===== src/rtl/pipe_hazard_ctrl_pkg.sv =====
`default_nettype none
// ============================================================================
// Module  : pipe_hazard_ctrl_pkg
// Brief   : Shared state encoding and defaults for the pipeline hazard controller.
// Revision: 1.0
// ============================================================================
package pipe_hazard_ctrl_pkg;

    localparam int c_REG_W_DEFAULT = 4;

    typedef enum logic [1:0] {
        ST_RUN    = 2'd0,
        ST_DRAIN  = 2'd1,
        ST_HALTED = 2'd2
    } state_t;

endpackage
`default_nettype wire


===== src/rtl/pipe_hazard_ctrl_if.sv =====
`default_nettype none
// ============================================================================
// Module  : pipe_hazard_ctrl_if
// Brief   : Pipeline-status inputs and pipeline-register control outputs.
// Revision: 1.0
// ============================================================================
interface pipe_hazard_ctrl_if #(
    parameter int REG_W = 4,
    parameter int CNT_W = 16
);
    logic             i_mem_stall;
    logic             i_id_valid;
    logic [REG_W-1:0] i_id_rs;
    logic [REG_W-1:0] i_id_rt;
    logic             i_id_uses_rs;
    logic             i_id_uses_rt;
    logic             i_id_hlt;
    logic             i_ex_lw;
    logic [REG_W-1:0] i_ex_rd;
    logic             i_ex_br_taken;
    logic             o_pc_wen;
    logic             o_ifid_wen;
    logic             o_ifid_flush;
    logic             o_idex_wen;
    logic             o_idex_flush;
    logic             o_halted;
    logic [CNT_W-1:0] o_stall_cnt;
    logic [CNT_W-1:0] o_flush_cnt;

    modport master (
        output i_mem_stall, i_id_valid, i_id_rs, i_id_rt, i_id_uses_rs,
               i_id_uses_rt, i_id_hlt, i_ex_lw, i_ex_rd, i_ex_br_taken,
        input  o_pc_wen, o_ifid_wen, o_ifid_flush, o_idex_wen, o_idex_flush,
               o_halted, o_stall_cnt, o_flush_cnt
    );

    modport slave (
        input  i_mem_stall, i_id_valid, i_id_rs, i_id_rt, i_id_uses_rs,
               i_id_uses_rt, i_id_hlt, i_ex_lw, i_ex_rd, i_ex_br_taken,
        output o_pc_wen, o_ifid_wen, o_ifid_flush, o_idex_wen, o_idex_flush,
               o_halted, o_stall_cnt, o_flush_cnt
    );
endinterface
`default_nettype wire


===== src/rtl/pipe_hazard_ctrl_sat_counter.sv =====
`default_nettype none
// ============================================================================
// Module  : sat_counter
// Brief   : Event counter that sticks at all-ones instead of wrapping.
// Revision: 1.0
// ============================================================================
module sat_counter #(
    parameter int W = 16
) (
    input  wire          clk,
    input  wire          rst,
    input  wire          i_inc,
    output logic [W-1:0] o_cnt
);
    logic [W-1:0] r_cnt;

    always_ff @(posedge clk or negedge rst) begin
        if (!rst) begin
            r_cnt <= '0;
        end else if (i_inc && (r_cnt != {W{1'b1}})) begin
            r_cnt <= r_cnt + 1'b1;
        end
    end

    assign o_cnt = r_cnt;
endmodule
`default_nettype wire


===== src/rtl/pipe_hazard_ctrl.sv =====
`default_nettype none
// ============================================================================
// Module  : pipe_hazard_ctrl
// Brief   : Load-use stall, branch squash, memory freeze and HLT drain control.
// Revision: 1.0
// ============================================================================
module pipe_hazard_ctrl
    import pipe_hazard_ctrl_pkg::*;
#(
    parameter int REG_W        = c_REG_W_DEFAULT,
    parameter int DRAIN_CYCLES = 3,
    parameter int CNT_W        = 16
) (
    input  wire              clk,
    input  wire              rst,
    pipe_hazard_ctrl_if.slave bus
);
    localparam int                  c_DW         = (DRAIN_CYCLES > 1) ? $clog2(DRAIN_CYCLES) : 1;
    localparam logic [c_DW-1:0]     c_DRAIN_LAST = c_DW'(DRAIN_CYCLES - 1);

    state_t            r_state;
    logic [c_DW-1:0]   r_drain_cnt;
    logic              r_halted;

    logic w_hazard;
    logic w_pc_wen, w_ifid_wen, w_ifid_flush, w_idex_wen, w_idex_flush;
    logic w_stall_inc, w_flush_inc, w_enter_drain;

    assign w_hazard = bus.i_id_valid & bus.i_ex_lw & (bus.i_ex_rd != '0) &
                      ((bus.i_id_uses_rs & (bus.i_id_rs == bus.i_ex_rd)) |
                       (bus.i_id_uses_rt & (bus.i_id_rt == bus.i_ex_rd)));

    always_comb begin
        w_pc_wen      = 1'b0;
        w_ifid_wen    = 1'b0;
        w_ifid_flush  = 1'b0;
        w_idex_wen    = 1'b0;
        w_idex_flush  = 1'b0;
        w_stall_inc   = 1'b0;
        w_flush_inc   = 1'b0;
        w_enter_drain = 1'b0;
        // Outputs are forced quiet for as long as reset is held.
        if (rst) begin
            case (r_state)
                ST_RUN: begin
                    if (bus.i_mem_stall) begin
                        w_pc_wen = 1'b0;
                    end else if (bus.i_ex_br_taken) begin
                        w_pc_wen     = 1'b1;
                        w_ifid_wen   = 1'b1;
                        w_idex_wen   = 1'b1;
                        w_ifid_flush = 1'b1;
                        w_idex_flush = 1'b1;
                        w_flush_inc  = 1'b1;
                    end else if (w_hazard) begin
                        w_idex_wen   = 1'b1;
                        w_idex_flush = 1'b1;
                        w_stall_inc  = 1'b1;
                    end else if (bus.i_id_valid && bus.i_id_hlt) begin
                        w_idex_wen    = 1'b1;
                        w_idex_flush  = 1'b1;
                        w_enter_drain = 1'b1;
                    end else begin
                        w_pc_wen   = 1'b1;
                        w_ifid_wen = 1'b1;
                        w_idex_wen = 1'b1;
                    end
                end
                ST_DRAIN: begin
                    if (!bus.i_mem_stall) begin
                        w_idex_wen   = 1'b1;
                        w_idex_flush = 1'b1;
                    end
                end
                default: w_pc_wen = 1'b0;
            endcase
        end
    end

    always_ff @(posedge clk or negedge rst) begin
        if (!rst) begin
            r_state     <= ST_RUN;
            r_drain_cnt <= '0;
            r_halted    <= 1'b0;
        end else begin
            case (r_state)
                ST_RUN: begin
                    if (w_enter_drain) begin
                        r_state     <= ST_DRAIN;
                        r_drain_cnt <= '0;
                    end
                end
                ST_DRAIN: begin
                    if (!bus.i_mem_stall) begin
                        if (r_drain_cnt == c_DRAIN_LAST) begin
                            r_state  <= ST_HALTED;
                            r_halted <= 1'b1;
                        end else begin
                            r_drain_cnt <= r_drain_cnt + 1'b1;
                        end
                    end
                end
                ST_HALTED: r_halted <= 1'b1;
                default: begin
                    r_state  <= ST_RUN;
                    r_halted <= 1'b0;
                end
            endcase
        end
    end

    sat_counter #(.W(CNT_W)) u_stall_cnt (
        .clk   (clk),
        .rst   (rst),
        .i_inc (w_stall_inc),
        .o_cnt (bus.o_stall_cnt)
    );

    sat_counter #(.W(CNT_W)) u_flush_cnt (
        .clk   (clk),
        .rst   (rst),
        .i_inc (w_flush_inc),
        .o_cnt (bus.o_flush_cnt)
    );

    assign bus.o_pc_wen     = w_pc_wen;
    assign bus.o_ifid_wen   = w_ifid_wen;
    assign bus.o_ifid_flush = w_ifid_flush;
    assign bus.o_idex_wen   = w_idex_wen;
    assign bus.o_idex_flush = w_idex_flush;
    assign bus.o_halted     = r_halted;
endmodule
`default_nettype wire


===== src/flat_wrapper.sv =====
// flat-port wrapper written by rule: the top's interface ports become plain ports
module pipe_hazard_ctrl_flat import pipe_hazard_ctrl_pkg::*;
#(
    parameter int REG_W        = c_REG_W_DEFAULT,
    parameter int DRAIN_CYCLES = 3,
    parameter int CNT_W        = 16
)
  (clk, rst, bus_i_mem_stall, bus_i_id_valid, bus_i_id_rs, bus_i_id_rt, bus_i_id_uses_rs, bus_i_id_uses_rt, bus_i_id_hlt, bus_i_ex_lw, bus_i_ex_rd, bus_i_ex_br_taken, bus_o_pc_wen, bus_o_ifid_wen, bus_o_ifid_flush, bus_o_idex_wen, bus_o_idex_flush, bus_o_halted, bus_o_stall_cnt, bus_o_flush_cnt);
  pipe_hazard_ctrl_if #(.REG_W(REG_W), .CNT_W(CNT_W)) bus_i ();
  input  wire clk;
  input  wire rst;
  input wire logic [$bits(bus_i.i_mem_stall)-1:0] bus_i_mem_stall;
  input wire logic [$bits(bus_i.i_id_valid)-1:0] bus_i_id_valid;
  input wire logic [$bits(bus_i.i_id_rs)-1:0] bus_i_id_rs;
  input wire logic [$bits(bus_i.i_id_rt)-1:0] bus_i_id_rt;
  input wire logic [$bits(bus_i.i_id_uses_rs)-1:0] bus_i_id_uses_rs;
  input wire logic [$bits(bus_i.i_id_uses_rt)-1:0] bus_i_id_uses_rt;
  input wire logic [$bits(bus_i.i_id_hlt)-1:0] bus_i_id_hlt;
  input wire logic [$bits(bus_i.i_ex_lw)-1:0] bus_i_ex_lw;
  input wire logic [$bits(bus_i.i_ex_rd)-1:0] bus_i_ex_rd;
  input wire logic [$bits(bus_i.i_ex_br_taken)-1:0] bus_i_ex_br_taken;
  output wire logic [$bits(bus_i.o_pc_wen)-1:0] bus_o_pc_wen;
  output wire logic [$bits(bus_i.o_ifid_wen)-1:0] bus_o_ifid_wen;
  output wire logic [$bits(bus_i.o_ifid_flush)-1:0] bus_o_ifid_flush;
  output wire logic [$bits(bus_i.o_idex_wen)-1:0] bus_o_idex_wen;
  output wire logic [$bits(bus_i.o_idex_flush)-1:0] bus_o_idex_flush;
  output wire logic [$bits(bus_i.o_halted)-1:0] bus_o_halted;
  output wire logic [$bits(bus_i.o_stall_cnt)-1:0] bus_o_stall_cnt;
  output wire logic [$bits(bus_i.o_flush_cnt)-1:0] bus_o_flush_cnt;
  assign bus_i.i_mem_stall = bus_i_mem_stall;
  assign bus_i.i_id_valid = bus_i_id_valid;
  assign bus_i.i_id_rs = bus_i_id_rs;
  assign bus_i.i_id_rt = bus_i_id_rt;
  assign bus_i.i_id_uses_rs = bus_i_id_uses_rs;
  assign bus_i.i_id_uses_rt = bus_i_id_uses_rt;
  assign bus_i.i_id_hlt = bus_i_id_hlt;
  assign bus_i.i_ex_lw = bus_i_ex_lw;
  assign bus_i.i_ex_rd = bus_i_ex_rd;
  assign bus_i.i_ex_br_taken = bus_i_ex_br_taken;
  assign bus_o_pc_wen = bus_i.o_pc_wen;
  assign bus_o_ifid_wen = bus_i.o_ifid_wen;
  assign bus_o_ifid_flush = bus_i.o_ifid_flush;
  assign bus_o_idex_wen = bus_i.o_idex_wen;
  assign bus_o_idex_flush = bus_i.o_idex_flush;
  assign bus_o_halted = bus_i.o_halted;
  assign bus_o_stall_cnt = bus_i.o_stall_cnt;
  assign bus_o_flush_cnt = bus_i.o_flush_cnt;
  pipe_hazard_ctrl #(.REG_W(REG_W), .DRAIN_CYCLES(DRAIN_CYCLES), .CNT_W(CNT_W)) u_core (.clk(clk), .rst(rst), .bus(bus_i));
endmodule

===== config.mk =====
export PLATFORM = sky130hd
export DESIGN_NAME = pipe_hazard_ctrl_flat
export DESIGN_NICKNAME = d
export VERILOG_FILES = /design/src/rtl/pipe_hazard_ctrl_pkg.sv /design/src/rtl/pipe_hazard_ctrl_if.sv /design/src/rtl/pipe_hazard_ctrl_sat_counter.sv /design/src/rtl/pipe_hazard_ctrl.sv /design/src/flat_wrapper.sv
export SDC_FILE = /design/constraint.sdc
export NUM_CORES = 1
export LEC_CHECK = 0
export CAP_MARGIN = 20
export CORE_UTILIZATION = 48
export CTS_CLUSTER_SIZE = 40
export DETAILED_ROUTE_END_ITERATION = 10
export PLACE_DENSITY_LB_ADDON = 0.12
export SLEW_MARGIN = 20
export SYNTH_ARGS = -nofsm -noshare
export SYNTH_HDL_FRONTEND = slang
export SYNTH_SLANG_ARGS = --single-unit

===== constraint.sdc =====
create_clock -name clk -period 2.05 [get_ports clk]
set_input_delay 0.205 -clock clk [delete_from_list [all_inputs] [get_ports clk]]
set_output_delay 0.205 -clock clk [all_outputs]
set_load 0.005 [all_outputs]

# Yosys cells after proc, flatten, opt, wreduce, memory -nomap -nowiden
# Cells that the tools add are included.
dict set report totals {
  output_inout_bits 38
  input_bits 21
  register_bits 37
  wordCells 77
}
dict set report classes {
  n_eq_ne 11
  n_addsub 3
  bitwise_logic 8
  n_reduce_logical 10
  mux 40
}
# operator n
set op_table {}
lappend op_table {{adder 16 x 1 -> 16 bit, second input constant} 2}
lappend op_table {{!= test 16 bit, second input constant} 2}
lappend op_table {{two-way mux 1 bit} 30}
lappend op_table {{two-way mux 2 bit} 6}
lappend op_table {{== test 4 bit} 2}
lappend op_table {{AND reduction 4 bit} 2}
lappend op_table {{case mux 2 bit (3 select lines)} 1}
lappend op_table {{AND 1 bit} 5}
lappend op_table {{== test 2 bit, second input constant} 2}
lappend op_table {{!= test 2 x 1 -> 1 bit, second input constant} 2}
lappend op_table {{!= test 2 bit, second input constant} 2}
lappend op_table {{case mux 2 bit (2 select lines)} 1}
lappend op_table {{nonzero test 4 bit} 1}
lappend op_table {{logical AND 1 bit} 3}
lappend op_table {{case mux 1 bit (3 select lines)} 1}
lappend op_table {{AND reduction 3 bit} 1}
lappend op_table {{adder 2 x 1 -> 2 bit, second input constant} 1}
lappend op_table {{== test 2 x 1 -> 1 bit, second input constant} 1}
lappend op_table {{zero test 2 bit} 1}
lappend op_table {{NOT 1 bit} 2}
lappend op_table {{case mux 1 bit (2 select lines)} 1}
lappend op_table {{nonzero test 2 bit} 1}
lappend op_table {{OR reduction 2 bit} 1}
lappend op_table {{OR 1 bit} 1}

# Depth between registers and ports, before layout
# Gate-level depths: netlist (run 1).
dict set report logic_depth {
  word_depth 11
  depth_mapped 9
  ltp_nobuf 7
}

# Cells and area by module
# A second synthesis (run 1) with hierarchy kept.
dict set report unflattened {
  hier_cells 204
  hier_area_um2 2164.6
}
# module cells_each instances seq_area_each_um2 area_each_um2
set by_module_without_submodules {}
lappend by_module_without_submodules {{sat_counter (u_core.u_flush_cnt)} 72 1 400.4 859.6}
lappend by_module_without_submodules {{sat_counter (u_core.u_stall_cnt)} 72 1 400.4 782.0}
lappend by_module_without_submodules {pipe_hazard_ctrl 60 1 125.1 523.0}

# Worst setup path before layout (run 1)
# No wires, ideal clock.
dict set report synth_timing {
  kind {flip-flop to flip-flop}
  start {register u_core.r_state[0]}
  end {register u_core.u_stall_cnt.r_cnt[6] (netlist: u_core.u_stall_cnt.o_cnt[6])}
  required_time_ns 1.971
  setup_slack_ns 0.215
  n_path_buf 1
  setup_time_ns 0.079
  arrival_ns 1.756
  path_stages_with_launch 9
  synth_period_minus_slack_ns 1.835
  path_cell_list {dfrtp_1 inv_1 ha_1 buf_2 nand2_1 nor2_1 nand2_1 nor4_1 xor2_1}
}
dict set report synth_via {
  elab_chain_len 4
}
# item line_no
set synth_rtl {}
lappend synth_rtl {{start, declared} pipe_hazard_ctrl.sv:21} ;# state_t r_state;
lappend synth_rtl {{start signal, assigned} pipe_hazard_ctrl.sv:82} ;# r_state <= ST_RUN;
lappend synth_rtl {{start signal, assigned} pipe_hazard_ctrl.sv:89} ;# r_state <= ST_DRAIN;
lappend synth_rtl {{start signal, assigned} pipe_hazard_ctrl.sv:96} ;# r_state <= ST_HALTED;
lappend synth_rtl {{zero test 2 bit} pipe_hazard_ctrl.sv:44} ;# case (r_state)
lappend synth_rtl {{two-way mux 1 bit} pipe_hazard_ctrl.sv:44}
lappend synth_rtl {{two-way mux 1 bit} pipe_hazard_ctrl.sv:43} ;# if (rst) begin
lappend synth_rtl {{logical AND 1 bit} pipe_hazard_ctrl_sat_counter.sv:20} ;# end else if (i_inc && (r_cnt != {W{1'b1}})) begin
lappend synth_rtl {{end signal, assigned} pipe_hazard_ctrl_sat_counter.sv:21} ;# r_cnt <= r_cnt + 1'b1;
lappend synth_rtl {{end, declared} pipe_hazard_ctrl_sat_counter.sv:15} ;# logic [W-1:0] r_cnt;
# No other way between the ends.
# A chain may end at the register's enable or synchronous reset.

# Worst setup path after layout (run 1)
dict set report layout_timing {
  start {input port rst}
  end {output port bus_o_ifid_flush}
}
dict set report layout_via {
  elab_chain_len 1
}
# item line_no
set layout_rtl {}
lappend layout_rtl {{start, declared} flat_wrapper.sv:11} ;# input wire rst;
lappend layout_rtl {{two-way mux 1 bit} pipe_hazard_ctrl.sv:43}
lappend layout_rtl {{end, declared} flat_wrapper.sv:24} ;# output wire logic [$bits(bus_i.o_ifid_flush)-1:0] bus_o_ifid_flush;
# No other way between the ends.

==> results of run 1 <==
==> worst min-delay path by stage <==
| stage | startpoint | depth (start not counted) | slack, ps | to |
|---|---|---|---|---|
| 6_report | u_core.u_stall_cnt.o_cnt[11] | 1 | 500 | u_core.u_stall_cnt.o_cnt[11] |
| 5_1_grt | u_core.u_stall_cnt.o_cnt[11] | 1 | 510 | u_core.u_stall_cnt.o_cnt[11] |
| 4_1_cts | u_core.u_stall_cnt.o_cnt[11] | 1 | 500 | u_core.u_stall_cnt.o_cnt[11] |
| 3_5_place_dp | rst | 1 | 50 | u_core.r_drain_cnt[0] |
| 3_3_place_gp | rst | 1 | 50 | u_core.r_drain_cnt[0] |
| 2_1_floorplan | rst | 0 | -90 | u_core.bus.o_halted |
==> kinds of logic (layout without fill, tap and decap cells) <==
logic type      count (synthesis)  count (layout)  synth area share
fa+ha+maj                       6               6            0.0355
simple gates                  102             102             0.269
flops                          37              37             0.437
xor+xnor                       34              34             0.141
buf+inv                        12              94            0.0278
compound gates                 23              23            0.0792
mux                             2               2            0.0106
==> state kept, by name (all words and copies together), names as in the netlist <==
signal                    count
u_core.u_flush_cnt.o_cnt     16
u_core.bus.o_halted           1
u_core.r_drain_cnt            2
u_core.u_stall_cnt.o_cnt     16
u_core.r_state                2
==> worst reg2reg max path: cells and delay by family, from the launching register on <==
family,cells,cell delay [ps]
flip-flops,1,410
XOR/XNOR,1,150
AND/OR/NAND/NOR,5,1060
adder cells (fa/ha/maj),1,190
==> report_power, final <==
part           total (mW)  switching, mW  internal (mW)
clock network       0.641          0.277          0.364
logic               0.529          0.223          0.306
registers           0.868         0.0681          0.799
==> per-stage QoR <==
stage	total power, mW	setup slack, ps	TNS (ps)	hold WS [ps]
2_1_floorplan	1.12	215	0	-90.6
3_3_place_gp	1.38	-238	-1790	46.7
3_5_place_dp	1.39	-272	-2720	45.6
4_1_cts	2.03	29.5	0	499
5_1_grt	2.16	-38.7	-38.7	512
6_report	2.04	15.8	0	497
==> placed cells by master (no fill, tap or decap), types with 6 or more instances in the layout <==
master           count
nor3_1              10
xor2_1              25
nor2_1              18
nand4_1             12
xnor2_1              8
nand2_1             19
and3_1               6
dfrtp_1             37
inv_1                6
clkdlybuf4s50_1     51
nor4_1               7
buf_4               20
nand3_1             10
==> repair_timing <==
action | in CTS | in global routing
pin swaps | 4 | 1
endpoints found under the setup margin | 4 | 4
hold buffers | 2 | 0
resized for setup | 10 | 4
hold endpoints to repair | 5 | 0
==> routing by layer <==
metal	wire, um	GRT usage
met5	0	0
met4	57	0.0885
met3	342	0.0600
met2	2280	0.357
met1	2200	0.293
==> cell type report <==
class | instances | share of cell area
clock buffer | 5 | 0.0227
clock inverter | 3 | 0.0153
multi-input combinational | 167 | 0.384
timing repair buffer | 80 | 0.244
tap | 50 | 0.0206
sequential | 37 | 0.306
inverter | 6 | 0.00743
==> impl_results.md, run 1 <==
* Gr usage total at 0.226
* FF-to-FF Start: u_core.u_flush_cnt.o_cnt[0]
* Syn Std Cell Area at 2120 um^2
* Max-cap violations at 0
* Largest net degree at the start of global routing at 33
* Final Util at 0.736
* Die width at 68.4 um
* Clock root cell: clkbuf_8
* Area Growth Syn to Fin at 43.1%
* Worst VDD drop at 0.520 mV
* Post-synth top area share at 0.437
* Origin of the worst setup path: rst
* List of most frequent post-synthesis cells: dfrtp_1 (37), xor2_1 (26), nand2_1 (19)
* CTS max path bufs at 2
* Final period utilization at 0.992
* Reg2Reg Setup Slack at 140 ps
* Buf+Inv Stages, Crit Path at 3
* Final setup viols at 0
* CP endpoint: bus_o_ifid_flush
* Vias at 1,912
* Reg2reg end: u_core.u_flush_cnt.o_cnt[15]
* Number of fill cells at 299
* CP Depth at 5
* Cells along the critical path: dlygate4sd3_1 -> buf_2 -> nor2b_1 -> and3_4 -> clkdlybuf4s50_1
* Yosys reg bits at 37
* P per Cell Area at 672 nW/um^2
* Crit Path Class: input pin to primary output
* Status: finished, final reports clean
* Hold Path Class: register to register
* Finished Cell Area at 3030 um^2
* Placer congestion estimate at 0.806
* EDFF count, synth at 0
* Pre-antenna DRT Iters at 4
* Leak Pwr at 1.39 nW
* Critical Path Fanout Max at 6
* Final wirelength at 4.88 mm
* Biggest area consumer among synthesized cells: dfrtp_1
* Vias per cell at 5.49
* YS warnings at 0
* Final Skew at 9.72 ps
* Sequential fraction of the synthesis area at 0.437
* Area of the multi-input gates at 1160 um^2
* Slew Viols, Final at 0
* Top cells by area, synth: dfrtp_1 (44%), xor2_1 (11%), ha_1 (3.5%), nand4_1 (3.5%), nand2_1 (3.4%)
* R2R depth at 7
* Critical Path Sink Type: primary output
* Antenna viol nets, final at 0
* Residual DRC at 0
* CTS tree: built
* Clk sinks at 37
* Setup Fix Bufs, Post-CTS at 0
* Crit-path leading delay family: buffers and inverters
* Placed insts at 338
* Clk slew on worst S/H paths at 80 ps
* Tmin final at 2030 ps
* PortBufs at 58
* Vias in the first global route at 1,704
* Relative slew slack at 0.723
* CTS H-tree lvls at 2
* DR WL/cell at 14.0 um
* First-pass GRT wire length at 7.69 mm
* Total CTS buffers at 5
* Die Ht at 68.4 um
* Clock latency on the worst-skew pair at 290 ps
* F_max at 0.492 GHz
* I/O Pins at 59
* Prevailing post-synth register cell: dfrtp_1
* Largest stage delay, worst path at 540 ps
* Synth Net Count at 243
* Critical Path RT at 1850 ps
* Syn Inst Count at 216
* Library cells used by synthesis at 41
* Final net count at 324
* Ant diodes at 0
* Detail Placement HPWL at 3.56 mm
* Fraction of registers with async set/reset at 1.00
* Slew @ Worst Pin at 413 ps
* Full die area at 4680 um^2
* Startpoint Class: input pin
* Area after DPL at 2870 um^2
* Arrival time worst endpoint at 1830 ps
* Grt total ovfl at 0
* Slowest-stage cell, CP: dlygate4sd3_1
* Average size of a mapped cell at 9.80 um^2
* Row count at 23
* Share of layout cells above drive strength 1 at 0.158
* Core Footprint at 4120 um^2
* Initial drt markers at 124
* Antenna violations before repair at 0
* Final std cells w/o fill at 348
* Count leader, synth: dfrtp_1
* Reg area at 926 um^2
* Initial core utilization at 0.514
* Final hold violation count at 0
(Power assumes the default switching activity.)
==> inputs of run 2 (changes only) <==
--- a/config.mk
+++ b/config.mk
@@ -10,6 +10,7 @@
 export CTS_CLUSTER_SIZE = 40
 export DETAILED_ROUTE_END_ITERATION = 10
 export PLACE_DENSITY_LB_ADDON = 0.12
+export RECOVER_POWER = 50
 export SLEW_MARGIN = 20
 export SYNTH_ARGS = -nofsm -noshare
 export SYNTH_HDL_FRONTEND = slang
==> run 2 against run 1 <==
  * Cell area about the same
  * Count of clock-buffer cells in the layout unchanged
  * Clock skew about the same
  * Critical endpoint unchanged
  * Largest cell class unchanged
==> impl_results.md, run 2 (same netlist as run 1, synthesis figures left out) <==
* Max-cap violations at 0 (unchanged)
* Slew Viols, Final at 0 (unchanged)
* Pre-antenna DRT Iters at 4 (unchanged)
* Detail Placement HPWL at 3.56 mm (unchanged)
* First-pass GRT wire length at 7.69 mm (unchanged)
* Die width at 68.4 um (unchanged)
* DR WL/cell at 14.0 um (-0.18%)
* Crit-path leading delay family: buffers and inverters
* CTS tree: built
* CTS H-tree lvls at 2 (unchanged)
* Vias at 1,916 (+0.21%)
* Placer congestion estimate at 0.806 (unchanged)
* PortBufs at 58 (unchanged)
* Clk slew on worst S/H paths at 80 ps (about the same)
* Area of the multi-input gates at 1160 um^2 (unchanged)
* P per Cell Area at 666 nW/um^2 (-0.91%)
* Total CTS buffers at 5 (unchanged)
* Area Growth Syn to Fin at 43.0% (about the same)
* CTS max path bufs at 2 (unchanged)
* Arrival time worst endpoint at 1830 ps (about the same)
* Final net count at 324 (unchanged)
* Finished Cell Area at 3030 um^2 (about the same)
* Status: finished, final reports clean
* Final wirelength at 4.87 mm (-0.18%)
* Clock root cell: clkbuf_8
* Slowest-stage cell, CP: dlygate4sd3_1
* Cells along the critical path: dlygate4sd3_1 -> buf_2 -> nor2b_1 -> and3_4 -> clkdlybuf4s50_1
* Die Ht at 68.4 um (unchanged)
* Startpoint Class: input pin
* Critical Path RT at 1850 ps (about the same)
* Final hold violation count at 0 (unchanged)
* Share of layout cells above drive strength 1 at 0.158 (unchanged)
* Power Total at 2.02 mW (-0.99%)
* Worst VDD drop at 0.503 mV (-3.4%)
* Vias in the first global route at 1,704 (unchanged)
* Critical Path Fanout Max at 6 (unchanged)
* Full die area at 4680 um^2 (unchanged)
* Buf+Inv Stages, Crit Path at 3 (unchanged)
* Tmin final at 2030 ps (+0.671 ps)
* Row count at 23 (unchanged)
* Placed insts at 338 (unchanged)
* Final period utilization at 0.993 (about the same)
* Hold Path Class: register to register
* Initial core utilization at 0.514 (unchanged)
* Number of fill cells at 300 (+0.33%)
* Reg area at 926 um^2 (unchanged)
* Initial drt markers at 118 (-4.8%)
* Clock latency on the worst-skew pair at 290 ps (about the same)
* Gr usage total at 0.226 (unchanged)
* Leak Pwr at 1.42 nW (+2.7%)
* Largest stage delay, worst path at 540 ps (about the same)
* Final setup viols at 0 (unchanged)
* Largest net degree at the start of global routing at 33 (unchanged)
* Setup TNS Final at 0 ps (unchanged)
* Antenna violations before repair at 0 (unchanged)
* Slew @ Worst Pin at 762 ps (+349 ps)
* Core Footprint at 4120 um^2 (unchanged)
* Commonest non-fill, non-tap cell in the layout: dfrtp_1
* Residual DRC at 0 (unchanged)
* Final Skew at 9.53 ps (-0.189 ps)
* Setup Fix Bufs, Post-CTS at 0 (unchanged)
* Crit Path Class: input pin to primary output
* Most frequent cells in the layout: dfrtp_1 (37), clkdlybuf4s50_1 (34), xor2_1 (25)
* Final std cells w/o fill at 348 (unchanged)
* Clk sinks at 37 (unchanged)
* F_max at 0.491 GHz (about the same)
* I/O Pins at 59 (unchanged)
* Ant diodes at 0 (unchanged)
* Antenna viol nets, final at 0 (unchanged)
* Area after DPL at 2870 um^2 (unchanged)
* Relative slew slack at 0.492 (-0.231)
* Critical Path Sink Type: primary output
* Vias per cell at 5.51 (+0.21%)
* Hold slack final at 493 ps (-4.08 ps)
* Grt total ovfl at 0 (unchanged)
## run 2: changes by cell type in the layout (fill, tap and decap cells not counted)
cell             before  now
clkdlybuf4s50_1      51   34
dlygate4sd3_1         2   19
buf_4                20   19
clkbuf_2              0    1
## run 2: final timing paths
path	start	to	slack, ps	depth (start not counted)
worst max-delay path	rst	bus_o_ifid_flush	20	5
worst min-delay path	u_core.u_stall_cnt.o_cnt[11]	u_core.u_stall_cnt.o_cnt[11]	490	1
worst max register to register	u_core.u_flush_cnt.o_cnt[0]	u_core.u_flush_cnt.o_cnt[15]	150	7
worst min register to register	u_core.u_stall_cnt.o_cnt[11]	u_core.u_stall_cnt.o_cnt[11]	490	1
max in group asynchronous	rst	u_core.r_state[0]	900	3
min in group asynchronous	rst	u_core.u_stall_cnt.o_cnt[13]	660	3
## run 2: power breakdown
group          switching [mW]  internal (mW)  total [mW]
registers              0.0658          0.799       0.865
logic                   0.223          0.288       0.511
clock network           0.277          0.364       0.641
total                   0.566           1.45        2.02
## run 2: stage by stage
step | utilization | worst slack (ps)
after floorplan | - | 215
after global placement | 0.697 | -238
after detailed placement | 0.697 | -272
after CTS | 0.732 | 29.5
after global routing | 0.736 | -37.4
final | 0.736 | 15.1
## run 2: worst reg2reg max path, cell delays in order, from the launching register on
cell and delay (ps):
dfrtp_1 400, ha_1 180, and3_1 230, nand3_1 90, or3_1 420, nand4_1 230
nor3_1 90, xor2_1 150
## run 2: layer usage
metal | track usage | wire length [um]
met3 | 0.0600 | 345
met1 | 0.293 | 2200
met4 | 0.0885 | 57
met5 | 0 | 0
met2 | 0.357 | 2270
## run 2: timing repair
action                     in CTS  in global routing
setup endpoints to repair       4                  4
resized for setup              10                  4
hold buffers                    2                  0
hold endpoints to repair        5                  0
pin swaps                       4                  1
## run 2: cell type report
| class | instances | area share |
|---|---|---|
| Clock buffer | 5 | 0.0227 |
| Tap cell | 50 | 0.0207 |
| Inverter | 6 | 0.00744 |
| Clock inverter | 3 | 0.0153 |
| Timing Repair Buffer | 80 | 0.243 |
| Multi-Input combinational cell | 167 | 0.385 |
| Sequential cell | 37 | 0.306 |
